<file path="src/rtl/ddr3_frame_reader_if.sv">
`default_nettype none
// ============================================================================
// ddr3_frame_reader_if : Avalon-MM burst-read port plus pixel FIFO write port
// Revision: 1.0
// ============================================================================
interface ddr3_frame_reader_if;
  logic [25:0] avm_address;
  logic        avm_read;
  logic [6:0]  avm_burstcount;
  logic        avm_waitrequest;
  logic [31:0] avm_readdata;
  logic        avm_readdatavalid;
  logic [9:0]  pix_fifo_free;
  logic        pix_wr;
  logic [31:0] pix_data;

  modport master (
    output avm_address, avm_read, avm_burstcount,
    input  avm_waitrequest, avm_readdata, avm_readdatavalid,
    input  pix_fifo_free,
    output pix_wr, pix_data
  );

  modport slave (
    input  avm_address, avm_read, avm_burstcount,
    output avm_waitrequest, avm_readdata, avm_readdatavalid,
    output pix_fifo_free,
    input  pix_wr, pix_data
  );
endinterface
`default_nettype wire

</file>
<file path="src/rtl/ddr3_frame_reader.sv">
`default_nettype none
// ============================================================================
// ddr3_frame_reader : double-buffered frame scan-out via Avalon-MM bursts
// Revision: 1.0
// ============================================================================
module ddr3_frame_reader #(
  parameter int BURST_LEN   = 16,
  parameter int FRAME_WORDS = 307200
) (
  input  logic                 ddr3_clk,
  input  logic                 ddr3_reset,
  input  logic                 frame_start,
  input  logic                 ddr3_rd_buffer0_empty,
  input  logic                 ddr3_rd_buffer1_empty,
  input  logic [25:0]          ddr3_buffer0_offset,
  input  logic [25:0]          ddr3_buffer1_offset,
  output logic                 clear_buffer0,
  output logic                 clear_buffer1,
  ddr3_frame_reader_if.master  bus,
  output logic                 cur_buf,
  output logic                 busy,
  output logic                 frame_done,
  output logic                 overrun
);

  typedef enum logic [1:0] {
    IDLE = 2'd0,
    REQ  = 2'd1,
    DATA = 2'd2,
    DONE = 2'd3
  } state_t;

  localparam logic [6:0]  c_burst      = 7'(BURST_LEN);
  localparam logic [9:0]  c_burst_free = 10'(BURST_LEN);
  localparam logic [20:0] c_frame      = 21'(FRAME_WORDS);

  state_t      state_q, state_d;
  logic        cur_buf_q, cur_buf_d;
  logic [19:0] word_cnt_q, word_cnt_d;
  logic [6:0]  beat_cnt_q, beat_cnt_d;
  logic [25:0] base_q, base_d;
  logic [25:0] addr_q, addr_d;
  logic        read_q, read_d;
  logic        pix_wr_q, pix_wr_d;
  logic [31:0] pix_data_q, pix_data_d;
  logic        clear0_q, clear0_d;
  logic        clear1_q, clear1_d;
  logic        done_q, done_d;
  logic        overrun_q, overrun_d;

  logic        other_full;
  logic        fifo_ok;
  logic [20:0] word_next;

  assign other_full = cur_buf_q ? ~ddr3_rd_buffer0_empty : ~ddr3_rd_buffer1_empty;
  assign fifo_ok    = (bus.pix_fifo_free >= c_burst_free);
  assign word_next  = {1'b0, word_cnt_q} + 21'(BURST_LEN);

  always_comb begin
    state_d    = state_q;
    cur_buf_d  = cur_buf_q;
    word_cnt_d = word_cnt_q;
    beat_cnt_d = beat_cnt_q;
    base_d     = base_q;
    addr_d     = addr_q;
    read_d     = read_q;
    pix_wr_d   = 1'b0;
    pix_data_d = pix_data_q;
    clear0_d   = 1'b0;
    clear1_d   = 1'b0;
    done_d     = 1'b0;
    overrun_d  = overrun_q | (frame_start & (state_q != IDLE));

    case (state_q)
      IDLE: begin
        if (frame_start) begin
          // Switching to the freshly filled buffer hands the old one back to the CPU.
          if (other_full) begin
            cur_buf_d = ~cur_buf_q;
            clear0_d  = ~cur_buf_q;
            clear1_d  = cur_buf_q;
          end
          base_d     = cur_buf_d ? ddr3_buffer1_offset : ddr3_buffer0_offset;
          word_cnt_d = '0;
          beat_cnt_d = '0;
          addr_d     = base_d;
          read_d     = fifo_ok;
          state_d    = REQ;
        end
      end

      REQ: begin
        if (read_q) begin
          if (!bus.avm_waitrequest) begin
            read_d  = 1'b0;
            state_d = DATA;
          end
        end else if (fifo_ok) begin
          read_d = 1'b1;
          addr_d = base_q + 26'(word_cnt_q);
        end
      end

      DATA: begin
        if (bus.avm_readdatavalid) begin
          pix_wr_d   = 1'b1;
          pix_data_d = bus.avm_readdata;
          if (beat_cnt_q == c_burst - 7'd1) begin
            beat_cnt_d = '0;
            word_cnt_d = word_next[19:0];
            state_d    = (word_next == c_frame) ? DONE : REQ;
          end else begin
            beat_cnt_d = beat_cnt_q + 7'd1;
          end
        end
      end

      DONE: begin
        done_d  = 1'b1;
        state_d = IDLE;
      end

      default: state_d = IDLE;
    endcase
  end

  always_ff @(posedge ddr3_clk) begin
    if (ddr3_reset) begin
      state_q    <= IDLE;
      cur_buf_q  <= 1'b0;
      word_cnt_q <= '0;
      beat_cnt_q <= '0;
      base_q     <= '0;
      addr_q     <= '0;
      read_q     <= 1'b0;
      pix_wr_q   <= 1'b0;
      pix_data_q <= '0;
      clear0_q   <= 1'b0;
      clear1_q   <= 1'b0;
      done_q     <= 1'b0;
      overrun_q  <= 1'b0;
    end else begin
      state_q    <= state_d;
      cur_buf_q  <= cur_buf_d;
      word_cnt_q <= word_cnt_d;
      beat_cnt_q <= beat_cnt_d;
      base_q     <= base_d;
      addr_q     <= addr_d;
      read_q     <= read_d;
      pix_wr_q   <= pix_wr_d;
      pix_data_q <= pix_data_d;
      clear0_q   <= clear0_d;
      clear1_q   <= clear1_d;
      done_q     <= done_d;
      overrun_q  <= overrun_d;
    end
  end

  assign bus.avm_address    = addr_q;
  assign bus.avm_read       = read_q;
  assign bus.avm_burstcount = c_burst;
  assign bus.pix_wr         = pix_wr_q;
  assign bus.pix_data       = pix_data_q;
  assign clear_buffer0      = clear0_q;
  assign clear_buffer1      = clear1_q;
  assign cur_buf            = cur_buf_q;
  // The done pulse cycle still counts as busy so busy drops one cycle after it.
  assign busy               = (state_q != IDLE) | done_q;
  assign frame_done         = done_q;
  assign overrun            = overrun_q;

endmodule
`default_nettype wire

</file>
<file path="src/flat_wrapper.sv">
// flat-port wrapper written by rule: the top's interface ports become plain ports
module ddr3_frame_reader_flat 
#(
  parameter int BURST_LEN   = 16,
  parameter int FRAME_WORDS = 307200
)
  (ddr3_clk, ddr3_reset, frame_start, ddr3_rd_buffer0_empty, ddr3_rd_buffer1_empty, ddr3_buffer0_offset, ddr3_buffer1_offset, clear_buffer0, clear_buffer1, cur_buf, busy, frame_done, overrun, bus_avm_address, bus_avm_read, bus_avm_burstcount, bus_avm_waitrequest, bus_avm_readdata, bus_avm_readdatavalid, bus_pix_fifo_free, bus_pix_wr, bus_pix_data);
  ddr3_frame_reader_if bus_i ();
  input  logic ddr3_clk;
  input  logic ddr3_reset;
  input  logic frame_start;
  input  logic ddr3_rd_buffer0_empty;
  input  logic ddr3_rd_buffer1_empty;
  input  logic [25:0] ddr3_buffer0_offset;
  input  logic [25:0] ddr3_buffer1_offset;
  output logic clear_buffer0;
  output logic clear_buffer1;
  output logic cur_buf;
  output logic busy;
  output logic frame_done;
  output logic overrun;
  output wire logic [$bits(bus_i.avm_address)-1:0] bus_avm_address;
  output wire logic [$bits(bus_i.avm_read)-1:0] bus_avm_read;
  output wire logic [$bits(bus_i.avm_burstcount)-1:0] bus_avm_burstcount;
  input wire logic [$bits(bus_i.avm_waitrequest)-1:0] bus_avm_waitrequest;
  input wire logic [$bits(bus_i.avm_readdata)-1:0] bus_avm_readdata;
  input wire logic [$bits(bus_i.avm_readdatavalid)-1:0] bus_avm_readdatavalid;
  input wire logic [$bits(bus_i.pix_fifo_free)-1:0] bus_pix_fifo_free;
  output wire logic [$bits(bus_i.pix_wr)-1:0] bus_pix_wr;
  output wire logic [$bits(bus_i.pix_data)-1:0] bus_pix_data;
  assign bus_avm_address = bus_i.avm_address;
  assign bus_avm_read = bus_i.avm_read;
  assign bus_avm_burstcount = bus_i.avm_burstcount;
  assign bus_i.avm_waitrequest = bus_avm_waitrequest;
  assign bus_i.avm_readdata = bus_avm_readdata;
  assign bus_i.avm_readdatavalid = bus_avm_readdatavalid;
  assign bus_i.pix_fifo_free = bus_pix_fifo_free;
  assign bus_pix_wr = bus_i.pix_wr;
  assign bus_pix_data = bus_i.pix_data;
  ddr3_frame_reader #(.BURST_LEN(BURST_LEN), .FRAME_WORDS(FRAME_WORDS)) u_core (.ddr3_clk(ddr3_clk), .ddr3_reset(ddr3_reset), .frame_start(frame_start), .ddr3_rd_buffer0_empty(ddr3_rd_buffer0_empty), .ddr3_rd_buffer1_empty(ddr3_rd_buffer1_empty), .ddr3_buffer0_offset(ddr3_buffer0_offset), .ddr3_buffer1_offset(ddr3_buffer1_offset), .clear_buffer0(clear_buffer0), .clear_buffer1(clear_buffer1), .bus(bus_i), .cur_buf(cur_buf), .busy(busy), .frame_done(frame_done), .overrun(overrun));
endmodule
</file>
<file path="config.mk">
export PLATFORM = sky130hd
export DESIGN_NAME = ddr3_frame_reader_flat
export DESIGN_NICKNAME = d
export VERILOG_FILES = /design/src/rtl/ddr3_frame_reader_if.sv /design/src/rtl/ddr3_frame_reader.sv /design/src/flat_wrapper.sv
export SDC_FILE = /design/constraint.sdc
export NUM_CORES = 1
export LEC_CHECK = 0
export CORE_MARGIN = 1
export CORE_UTILIZATION = 55
export CTS_CLUSTER_SIZE = 28
export DETAILED_ROUTE_END_ITERATION = 16
export DONT_BUFFER_PORTS = 1
export PLACE_DENSITY_LB_ADDON = 0.12
export SLEW_MARGIN = 15
export SYNTH_ARGS = -nofsm -noshare
export SYNTH_HDL_FRONTEND = slang
export SYNTH_SLANG_ARGS = --single-unit
</file>
<file path="constraint.sdc">
create_clock -name ddr3_clk -period 4.1 [get_ports ddr3_clk]
set_input_delay 0.615 -clock ddr3_clk [delete_from_list [all_inputs] [get_ports ddr3_clk]]
set_output_delay 0.615 -clock ddr3_clk [all_outputs]
set_load 0.05 [all_outputs]
</file>
==> results of run 1 <==
[layout by cell type, fill, tap and decap left out, types with 16 or more instances in the layout]
cell       synthesis  routed
mux2i_1           25      25
clkbuf_16          0      16
nor2_1            85      85
dfxtp_1          116     116
nand3_1           16      16
nor3_1            16      16
nand2_1          112     112
o21ai_0           51      51
a211oi_1          35      35
ha_1              19      19
a21oi_1           87      87
[kinds of logic after synthesis]
kind of cell,Yosys count
AO/OA/AOI/OAI,239
XOR/XNOR,17
adder cells (fa/ha/maj),19
buffers and inverters,59
flip-flops,116
multiplexers,26
other,2
AND/OR/NAND/NOR,292
[synth_stat cells, types with 4 or more instances]
library cell	number	area, um2
o31ai_1	4	30.0
a31oi_1	6	37.5
or3_1	9	56.3
buf_2	6	30.0
o21ai_1	4	20.0
and4_1	4	35.0
and3_1	5	31.3
mux2i_1	25	250
o211ai_1	7	52.6
nand2_1	112	420
o21ai_0	51	255
nor2b_1	5	31.3
inv_1	6	22.5
nor2_1	85	319
a211oi_1	35	263
a21o_1	8	60.1
buf_4	7	52.6
nor4_1	4	25.0
xnor2_1	8	70.1
and2_1	9	56.3
buf_1	8	30.0
ha_1	19	238
dfxtp_1	116	2320
a311oi_1	5	43.8
xor2_1	9	78.8
a21oi_1	87	435
nor3_1	16	80.1
o21a_1	5	37.5
nand3_1	16	80.1
clkbuf_1	30	113
[worst max-delay path, stage by stage, from the launching register on]
cell       delay [ns]
dfxtp_1          0.42
ha_1             0.37
o21ai_1          0.11
or2_1            0.30
nor4_4           0.38
o211ai_2         0.25
a2111oi_0        0.48
nor3b_1          0.10
[report_power, final]
group / switching (mW) / internal, mW / total (mW)
Sequential: 0.197 / 1.20 / 1.40
Combinational: 0.233 / 0.137 / 0.370
Clock: 0.557 / 0.805 / 1.36
[layout make-up]
class,count,area share [%]
clock inverter,15,1.99
timing repair buffer,4,0.451
sequential,116,34.9
inverter,6,0.338
tap,140,2.63
clock buffer,17,6.22
multi-input combinational,600,53.5
[worst max path at each step]
stage                                       to  slack [ns]  cells past startpoint
floorplan           u_core.bus.avm_address[25]        1.98                      7
global placement    u_core.bus.avm_address[19]        1.63                      6
detailed placement  u_core.bus.avm_address[19]        1.59                      6
CTS                 u_core.bus.avm_address[19]        1.56                      6
global route        u_core.bus.avm_address[19]        1.34                      6
finish              u_core.bus.avm_address[25]        1.57                      7
[registers in the layout, summed over array words and instances (netlist names)]
name	cells
u_core.bus.pix_data	32
u_core.base_q	26
u_core.bus.avm_address	26
u_core.word_cnt_q	16
u_core.beat_cnt_q	7
u_core.state_q	2
u_core.bus.avm_read	1
u_core.bus.pix_wr	1
u_core.clear_buffer0	1
u_core.clear_buffer1	1
u_core.cur_buf	1
u_core.frame_done	1
u_core.overrun	1
[layer usage]
layer,vias to the layer above,wire (um),track usage [%]
met5,-,0,0
met4,0,183,9.00
met2,158,7280,45.4
met1,2618,6450,30.5
li1,2711,-,-
met3,18,814,6.48
[stage by stage]
stage	total power, mW	utilization, %	instance area (um2)	setup slack (ns)	instances
2_1_floorplan	1.73	-	6150	1.98	775
3_3_place_gp	1.77	56.3	6110	1.63	866
3_5_place_dp	1.79	56.3	6110	1.59	866
4_1_cts	3.15	61.4	6660	1.56	898
5_1_grt	3.26	61.4	6660	1.34	898
6_report	3.13	61.4	6660	1.57	898
==> impl_metrics.env, run 1 <==
export IMPL_clkSinkCount=116
export IMPL_routed_wl_um=14700
export IMPL_worstSetupEndpointType="flip-flop"
export IMPL_die_h_um=108
export IMPL_final_weighted_congestion_in_routability_driven_placement=0.879
export IMPL_multi_input_area_um2=3560
export IMPL_rr_worst_depth=7
export IMPL_total_of_flip_flops_plus_latches_after_synthesis=116
export IMPL_mappedNetlistArea_um2=6130
export IMPL_pwr_density_cell_nw_per_um2=470
export IMPL_synthesis_instances=770
export IMPL_critical_path_startpoint="u_core.word_cnt_q[10]"
export IMPL_hp_start="ddr3_reset"
export IMPL_hold_ws_ns=0.159
export IMPL_critPathKind="reg -> reg"
export IMPL_drt_first_iter_violations=314
export IMPL_sum_of_net_half_perimeters_after_detailed_placement_um=10200
export IMPL_rsz0062_at_grt="no"
export IMPL_detailroute_via_count=5505
export IMPL_synthXorXnorAreaFrac_pct=2.43
export IMPL_yosys_area_share_simple_pct=22.6
export IMPL_design_final_nets=865
export IMPL_cp_data_required_time_ns=4.49
export IMPL_post_drt_via_cell_ratio=6.13
export IMPL_setup_violations=0
export IMPL_worst_slew_margin_rel_pct=31.6
export IMPL_global_route_usage_total_pct=25.9
export IMPL_num_rows=38
export IMPL_worst_slew_pin_slew_ns=1.02
export IMPL_critPathArrivalTime_ns=2.93
export IMPL_yosys_mux_area_fraction_pct=4.27
export IMPL_overflow=0
export IMPL_run_status="finished clean"
export IMPL_worst_path_max_fanout=10
export IMPL_clock_h_tree_levels=4
export IMPL_drtAntennaViolNets=0
export IMPL_syn_avg_cell_area_um2=7.96
export IMPL_r2r_setup_slack_ns=1.57
export IMPL_clock_skew_final_ns=0.00581
export IMPL_cts_root_buffer_cell="clkbuf_8"
export IMPL_cp_start_kind="flip-flop"
export IMPL_cts_setup_buffers=0
export IMPL_grt_antenna_before_repair=0
export IMPL_area_fraction_in_compound_gates_after_synthesis_pct=24.4
export IMPL_worst_r2r_src="u_core.word_cnt_q[10]"
export IMPL_layout_drive_gt1_share_pct=6.99
export IMPL_yosys_warnings=0
export IMPL_worst_ir_drop_vdd_v=0.000280
export IMPL_core_area_um2=10800
export IMPL_average_detailed_routed_wire_length_per_instance_um=16.4
export IMPL_grt_start_max_net_pins=105
export IMPL_firstDrtPassIters=4
export IMPL_critical_path_reg2reg_endpoint="u_core.bus.avm_address[25]"
export IMPL_max_freq_ghz=0.395
export IMPL_die_area_um2=11600
export IMPL_worst_skew_pair_late_latency_ns=0.52
export IMPL_finalCritPeriodShare_pct=61.7
export IMPL_clockBufferDepth=2
export IMPL_synth_enable_flop_cells=0
export IMPL_fin_setup_tns_ns=0
export IMPL_post_synth_fa_ha_maj_area_fraction_pct=3.88
export IMPL_timing_hold_violations_final=0
export IMPL_worst_hold_path_num_cells=1
export IMPL_diodes=0
export IMPL_worst_setup_hold_path_clk_slew_ns=0.06
export IMPL_synth_cell_type_count=70
export IMPL_ys_seq_area_share_pct=37.9
export IMPL_timing_final_max_slew_violations=0
export IMPL_synthToLayoutAreaGrowth_pct=8.55
export IMPL_post_cts_hold_buffer_count=0
export IMPL_holdCritPathClass="in -> reg"
export IMPL_synth_top_family_by_area="compound AO/OA/AOI/OAI gates"
export IMPL_via_count_of_the_first_global_routing_pass=5005
export IMPL_cts_resized=0
export IMPL_postSynth_asyncResetShare_pct=0
export IMPL_start_util_pct=56.6
export IMPL_clock_tree_from_tritoncts="yes"
export IMPL_ys_dominant_reg_cell="dfxtp_1"
export IMPL_period_minus_slack_ns=2.53
export IMPL_design_portCount=174
export IMPL_die_w_um=108
export IMPL_grt_first_pass_wirelength_um=23700
export IMPL_total_of_buffers_placed_on_input_and_output_ports=0
export IMPL_end_of_the_worst_hold_path="u_core.bus.pix_data[21]"
export IMPL_cts_buffers=17
export IMPL_leakagePower_nw=2.53
export IMPL_cap_violations=0
export IMPL_route_detailed_drc=0
export IMPL_final_seq_area_um2=2320
export IMPL_layout_filler_cells=993
Note: power is estimated with default switching activity, not from simulation.
==> inputs of run 2 (changes only) <==
==> constraint.sdc (replaced) <==
create_clock -name ddr3_clk -period 2.2 [get_ports ddr3_clk]
set_input_delay 0.33 -clock ddr3_clk [delete_from_list [all_inputs] [get_ports ddr3_clk]]
set_output_delay 0.33 -clock ddr3_clk [all_outputs]
set_load 0.05 [all_outputs]
==> run 2 against run 1 <==
Against the previous run:
- die area stayed put
- critical path type unchanged
- design area is 17% higher
- cell count is 11% higher
- total power is 100% higher
- fmax is 17% higher
- flip-flop and latch count stayed put
- sequential share of layout area is 4.8 points lower
- critical endpoint is now u_core.bus.avm_address[24]
- global-route usage is 3.0 points higher
- via count is 7.6% higher
- combinational power grew to 2.6 times the previous value
- core utilization is 10 points higher
==> impl_metrics.env, run 2 (synthesized netlist as in run 1, its figures left out) <==
export IMPL_run_status="finished clean"
export IMPL_clock_tree_from_tritoncts="yes"
export IMPL_setup_violations=0
export IMPL_grt_antenna_before_repair=0
export IMPL_global_route_usage_total_pct=28.9
export IMPL_largest_reg_flops=32
export IMPL_cap_violations=0
export IMPL_grt_start_max_net_pins=95
export IMPL_timing_final_max_slew_violations=0
export IMPL_cp_start_kind="flip-flop"
export IMPL_design_final_nets=963
export IMPL_die_area_um2=11600
export IMPL_die_h_um=108
export IMPL_worst_ir_drop_vdd_v=0.000657
export IMPL_layout_filler_cells=867
export IMPL_via_count_of_the_first_global_routing_pass=5568
export IMPL_worst_hold_path_num_cells=2
export IMPL_die_w_um=108
export IMPL_core_area_um2=10800
export IMPL_timing_final_ws_setup_ns=0.0427
export IMPL_max_freq_ghz=0.464
export IMPL_overflow=0
export IMPL_grt_first_pass_wirelength_um=26000
export IMPL_clock_skew_final_ns=0.00594
export IMPL_clkSinkCount=116
export IMPL_detailroute_via_count=5921
export IMPL_worst_slew_margin_rel_pct=58.8
export IMPL_drtAntennaViolNets=0
export IMPL_cts_root_buffer_cell="clkbuf_8"
export IMPL_rr_worst_depth=8
export IMPL_total_of_buffers_placed_on_input_and_output_ports=0
export IMPL_worst_path_max_fanout=4
export IMPL_leakagePower_nw=3.04
export IMPL_worst_setup_hold_path_clk_slew_ns=0.05
export IMPL_drt_first_iter_violations=324
export IMPL_critPathKind="reg -> reg"
export IMPL_place_area_um2=6570
export IMPL_final_seq_area_um2=2340
export IMPL_final_cell_area_um2=7760
export IMPL_synthToLayoutAreaGrowth_pct=26.7
export IMPL_route_detailed_drc=0
export IMPL_finalCritPeriodShare_pct=98.1
export IMPL_design_portCount=174
export IMPL_sum_of_net_half_perimeters_after_detailed_placement_um=10900
export IMPL_pre_cts_slack_ns=-0.113
export IMPL_layout_drive_gt1_share_pct=16.7
export IMPL_place_detailed_instances=924
export IMPL_num_rows=38
export IMPL_mostFrequentLayoutCell="nand2_1"
export IMPL_clock_h_tree_levels=4
export IMPL_final_weighted_congestion_in_routability_driven_placement=0.893
export IMPL_pwr_density_cell_nw_per_um2=811
export IMPL_worst_skew_pair_late_latency_ns=0.52
export IMPL_critPathArrivalTime_ns=2.56
export IMPL_multi_input_area_um2=3720
export IMPL_hold_ws_ns=0.0249
export IMPL_total_power_draw_mw=6.30
export IMPL_firstDrtPassIters=5
export IMPL_timing_hold_violations_final=0
export IMPL_worstSetupEndpointType="flip-flop"
export IMPL_final_cell_mix="111 x nand2_1, 105 x dfxtp_1, 85 x a21oi_1, 85 x nor2_1, 60 x buf_4"
export IMPL_holdCritPathClass="in -> reg"
export IMPL_diodes=0
export IMPL_start_util_pct=56.6
export IMPL_average_detailed_routed_wire_length_per_instance_um=16.5
export IMPL_clockBufferDepth=2
export IMPL_cts_buffers=17
export IMPL_rsz0062_at_grt="yes"
export IMPL_period_minus_slack_ns=2.16
export IMPL_routed_wl_um=16500
export IMPL_cp_data_required_time_ns=2.60
export IMPL_finalNonFillerCells=995
export IMPL_post_drt_via_cell_ratio=5.95
export IMPL_worst_slew_pin_slew_ns=0.618
[run 2: changes by cell type in the layout (fill, tap and decap cells not counted), moves of 6 or more]
cell	previous run	this run
buf_4	4	60
dlygate4sd3_1	0	37
dfxtp_1	116	105
dfxtp_2	0	10
ha_1	19	13
ha_4	0	6
[run 2: final cells by class]
class | count | share of cell area (%)
multi-input combinational | 600 | 48.0
sequential | 116 | 30.1
timing repair buffer | 102 | 11.7
clock buffer | 20 | 5.61
tap | 140 | 2.26
clock inverter | 11 | 2.05
inverter | 6 | 0.290
[run 2: stage by stage]
stage          utilization, %  setup TNS (ns)
2_1_floorplan               -               0
3_3_place_gp             60.6         -0.0699
3_5_place_dp             60.6          -0.300
4_1_cts                  70.4               0
5_1_grt                  71.6          -0.129
6_report                 71.6               0
[run 2: repair_timing]
item,CTS,global route
hold buffers,38,0
pin swaps,7,7
setup buffers,0,2
hold endpoints to repair,94,0
resized for setup,10,30
endpoints found under the setup margin,5,24
[run 2: power by group]
part	switching (mW)	internal, mW
clock network	0.933	1.85
logic	0.560	0.395
registers	0.323	2.24
total	1.82	4.48
[run 2: path summary, 6_finish.rpt]
kind,slack [ns],to,start
worst max-delay path,0.04,u_core.bus.avm_address[24],u_core.base_q[9]
worst min register to register,0.48,u_core.base_q[16],u_core.base_q[16]
worst min-delay path,0.02,u_core.base_q[18],ddr3_buffer0_offset[18]
worst max register to register,0.04,u_core.bus.avm_address[24],u_core.base_q[9]
[run 2: routing by layer]
layer  vias up  wire length (um)  track usage (%)
li1       2903                 -                -
met1      2755              6740             33.8
met2       228              8200             49.5
met3        35              1110             6.90
met4         0               401             13.6
met5         -                 0                0
[run 2: critical path: stages (launching register included)]
cell	delay, ns
dfxtp_2	0.33
ha_4	0.27
o21ai_2	0.05
or2_1	0.25
nor4_4	0.37
o211ai_2	0.20
buf_4	0.19
a221oi_1	0.29
nor3_1	0.09
==> inputs of run 3 (changes only) <==
==> constraint.sdc (replaced) <==
create_clock -name ddr3_clk -period 2.2 [get_ports ddr3_clk]
set_input_delay 0 -clock ddr3_clk [delete_from_list [all_inputs] [get_ports ddr3_clk]]
set_output_delay 0 -clock ddr3_clk [all_outputs]
set_load 0.05 [all_outputs]
==> run 3 against run 2 <==
Against the previous run:
- fmax fell by 1.9%
- clock skew rose by 0.0023 ns
- sequential power barely moved
- via count rose by 10%
- total power fell by 0.39%
- cell count rose by 7.1%
- critical endpoint is now u_core.base_q[8]
==> impl_metrics.env, run 3 (synthesized netlist as in run 1, its figures left out) <==
export IMPL_worst_path_max_fanout=10
export IMPL_cp_data_required_time_ns=2.60
export IMPL_route_detailed_drc=0
export IMPL_timing_hold_violations_final=0
export IMPL_drt_first_iter_violations=509
export IMPL_max_freq_ghz=0.455
export IMPL_place_detailed_instances=912
export IMPL_cell_chain_of_the_critical_path="and2_4, nor2_4, buf_12, clkbuf_16, mux2i_2, dlygate4sd3_1, a211oi_1"
export IMPL_finalNonFillerCells=1066
export IMPL_die_h_um=108
export IMPL_global_route_usage_total_pct=32.8
export IMPL_die_w_um=108
export IMPL_detailroute_via_count=6538
export IMPL_final_cell_area_um2=8540
export IMPL_worst_hold_path_num_cells=4
export IMPL_core_area_um2=10800
export IMPL_clock_h_tree_levels=4
export IMPL_critical_path_depth=7
export IMPL_cp_buffers_inverters=3
export IMPL_routed_wl_um=19800
export IMPL_rr_worst_depth=7
export IMPL_cap_violations=0
export IMPL_final_weighted_congestion_in_routability_driven_placement=0.889
export IMPL_clockBufferDepth=2
export IMPL_clkSinkCount=116
export IMPL_cts_root_buffer_cell="clkbuf_8"
export IMPL_timing_final_max_slew_violations=0
export IMPL_num_rows=38
export IMPL_worst_setup_hold_path_clk_slew_ns=0.06
export IMPL_worst_skew_pair_late_latency_ns=0.53
export IMPL_setup_violations=0
export IMPL_place_area_um2=6490
export IMPL_grt_antenna_before_repair=0
export IMPL_critPathArrivalTime_ns=2.60
export IMPL_average_detailed_routed_wire_length_per_instance_um=18.6
export IMPL_total_of_buffers_placed_on_input_and_output_ports=0
export IMPL_cp_start_kind="flip-flop"
export IMPL_start_util_pct=56.6
export IMPL_total_power_draw_mw=6.27
export IMPL_final_cell_mix="116 x dlygate4sd3_1, 113 x dfxtp_1, 111 x nand2_1"
export IMPL_sum_of_net_half_perimeters_after_detailed_placement_um=11000
export IMPL_worstSetupEndpointType="flip-flop"
export IMPL_critPathKind="reg -> reg"
export IMPL_die_area_um2=11600
export IMPL_design_portCount=174
export IMPL_post_drt_via_cell_ratio=6.13
export IMPL_largest_reg_flops=32
export IMPL_rsz0062_at_grt="yes"
export IMPL_drtAntennaViolNets=0
export IMPL_finalCritPeriodShare_pct=100
export IMPL_top_family_by_delay_on_critical_path="buffers and inverters"
export IMPL_clock_skew_final_ns=0.00826
export IMPL_worst_ir_drop_vdd_v=0.000560
export IMPL_leakagePower_nw=3.38
export IMPL_via_count_of_the_first_global_routing_pass=6148
export IMPL_synthToLayoutAreaGrowth_pct=39.4
export IMPL_run_status="finished clean"
export IMPL_critical_path_max_stage_delay_ns=0.61
export IMPL_holdCritPathClass="in -> reg"
export IMPL_grt_first_pass_wirelength_um=29500
export IMPL_fin_setup_tns_ns=0
export IMPL_clock_tree_from_tritoncts="yes"
export IMPL_period_minus_slack_ns=2.20
export IMPL_grt_start_max_net_pins=105
export IMPL_crit_path_top_delay_cell="dlygate4sd3_1"
export IMPL_layout_drive_gt1_share_pct=14.8
export IMPL_diodes=0
export IMPL_pwr_density_cell_nw_per_um2=734
export IMPL_worst_slew_pin_slew_ns=0.602
export IMPL_worst_slew_margin_rel_pct=59.8
export IMPL_firstDrtPassIters=5
export IMPL_mostFrequentLayoutCell="dlygate4sd3_1"
export IMPL_design_final_nets=1034
export IMPL_cts_buffers=17
export IMPL_overflow=0
-- run 3: worst register-to-register path: cells and delay by family (launching register included) --
family,cells,cell delay (ns)
buffers and inverters,3,0.92
multiplexers,1,0.30
AO/OA/AOI/OAI,1,0.07
flip-flops,1,0.35
AND/OR/NAND/NOR,2,0.43
-- run 3: stage by stage --
stage	hold slack, ns	util (%)	worst slack [ns]
5_1_grt	0.0329	78.8	-0.0453
2_1_floorplan	0.0793	-	0.0794
4_1_cts	0.000799	76.0	0.00155
6_report	0.000241	78.8	0.000239
3_5_place_dp	0.0785	59.9	-0.0694
3_3_place_gp	0.0741	59.9	0.000951
-- run 3: worst paths after layout --
check                                             start                         end  slack (ns)
worst max-delay path                     u_core.cur_buf            u_core.base_q[8]      0.0002
worst min-delay path            ddr3_buffer0_offset[19]  u_core.bus.avm_address[19]      0.0002
worst max register to register           u_core.cur_buf            u_core.base_q[8]      0.0002
worst min register to register        u_core.base_q[16]           u_core.base_q[16]        0.49
-- run 3: layout make-up --
| type | count | area, um2 |
|---|---|---|
| Clock inverter | 11 | 85.1 |
| Inverter | 6 | 22.5 |
| Fill cell | 690 | 2300 |
| Timing Repair Buffer | 173 | 1720 |
| Tap cell | 140 | 175 |
| Clock buffer | 20 | 455 |
| Sequential cell | 116 | 2330 |
| Multi-Input combinational cell | 600 | 3760 |
-- run 3: timing repair --
item | 4_1_cts | 5_1_grt
setup endpoints to repair | 3 | 54
gates cloned | 0 | 2
setup buffers | 0 | 4
pin swaps | 1 | 9
resized for setup | 4 | 40
endpoints found under the hold margin | 116 | 20
hold buffers | 116 | 13
-- run 3: routing by layer --
metal  part of all wire, %  global-route usage [%]
met3                   7.1                    7.63
met5                     0                       0
met1                    39                    36.4
met2                    51                    57.8
met4                   3.3                    17.9
-- run 3: power breakdown --
part / switching [mW] / internal [mW] / leakage (nW)
Clock: 0.971 / 1.56 / 0.272
Combinational: 0.644 / 0.529 / 2.16
Sequential: 0.333 / 2.23 / 0.948
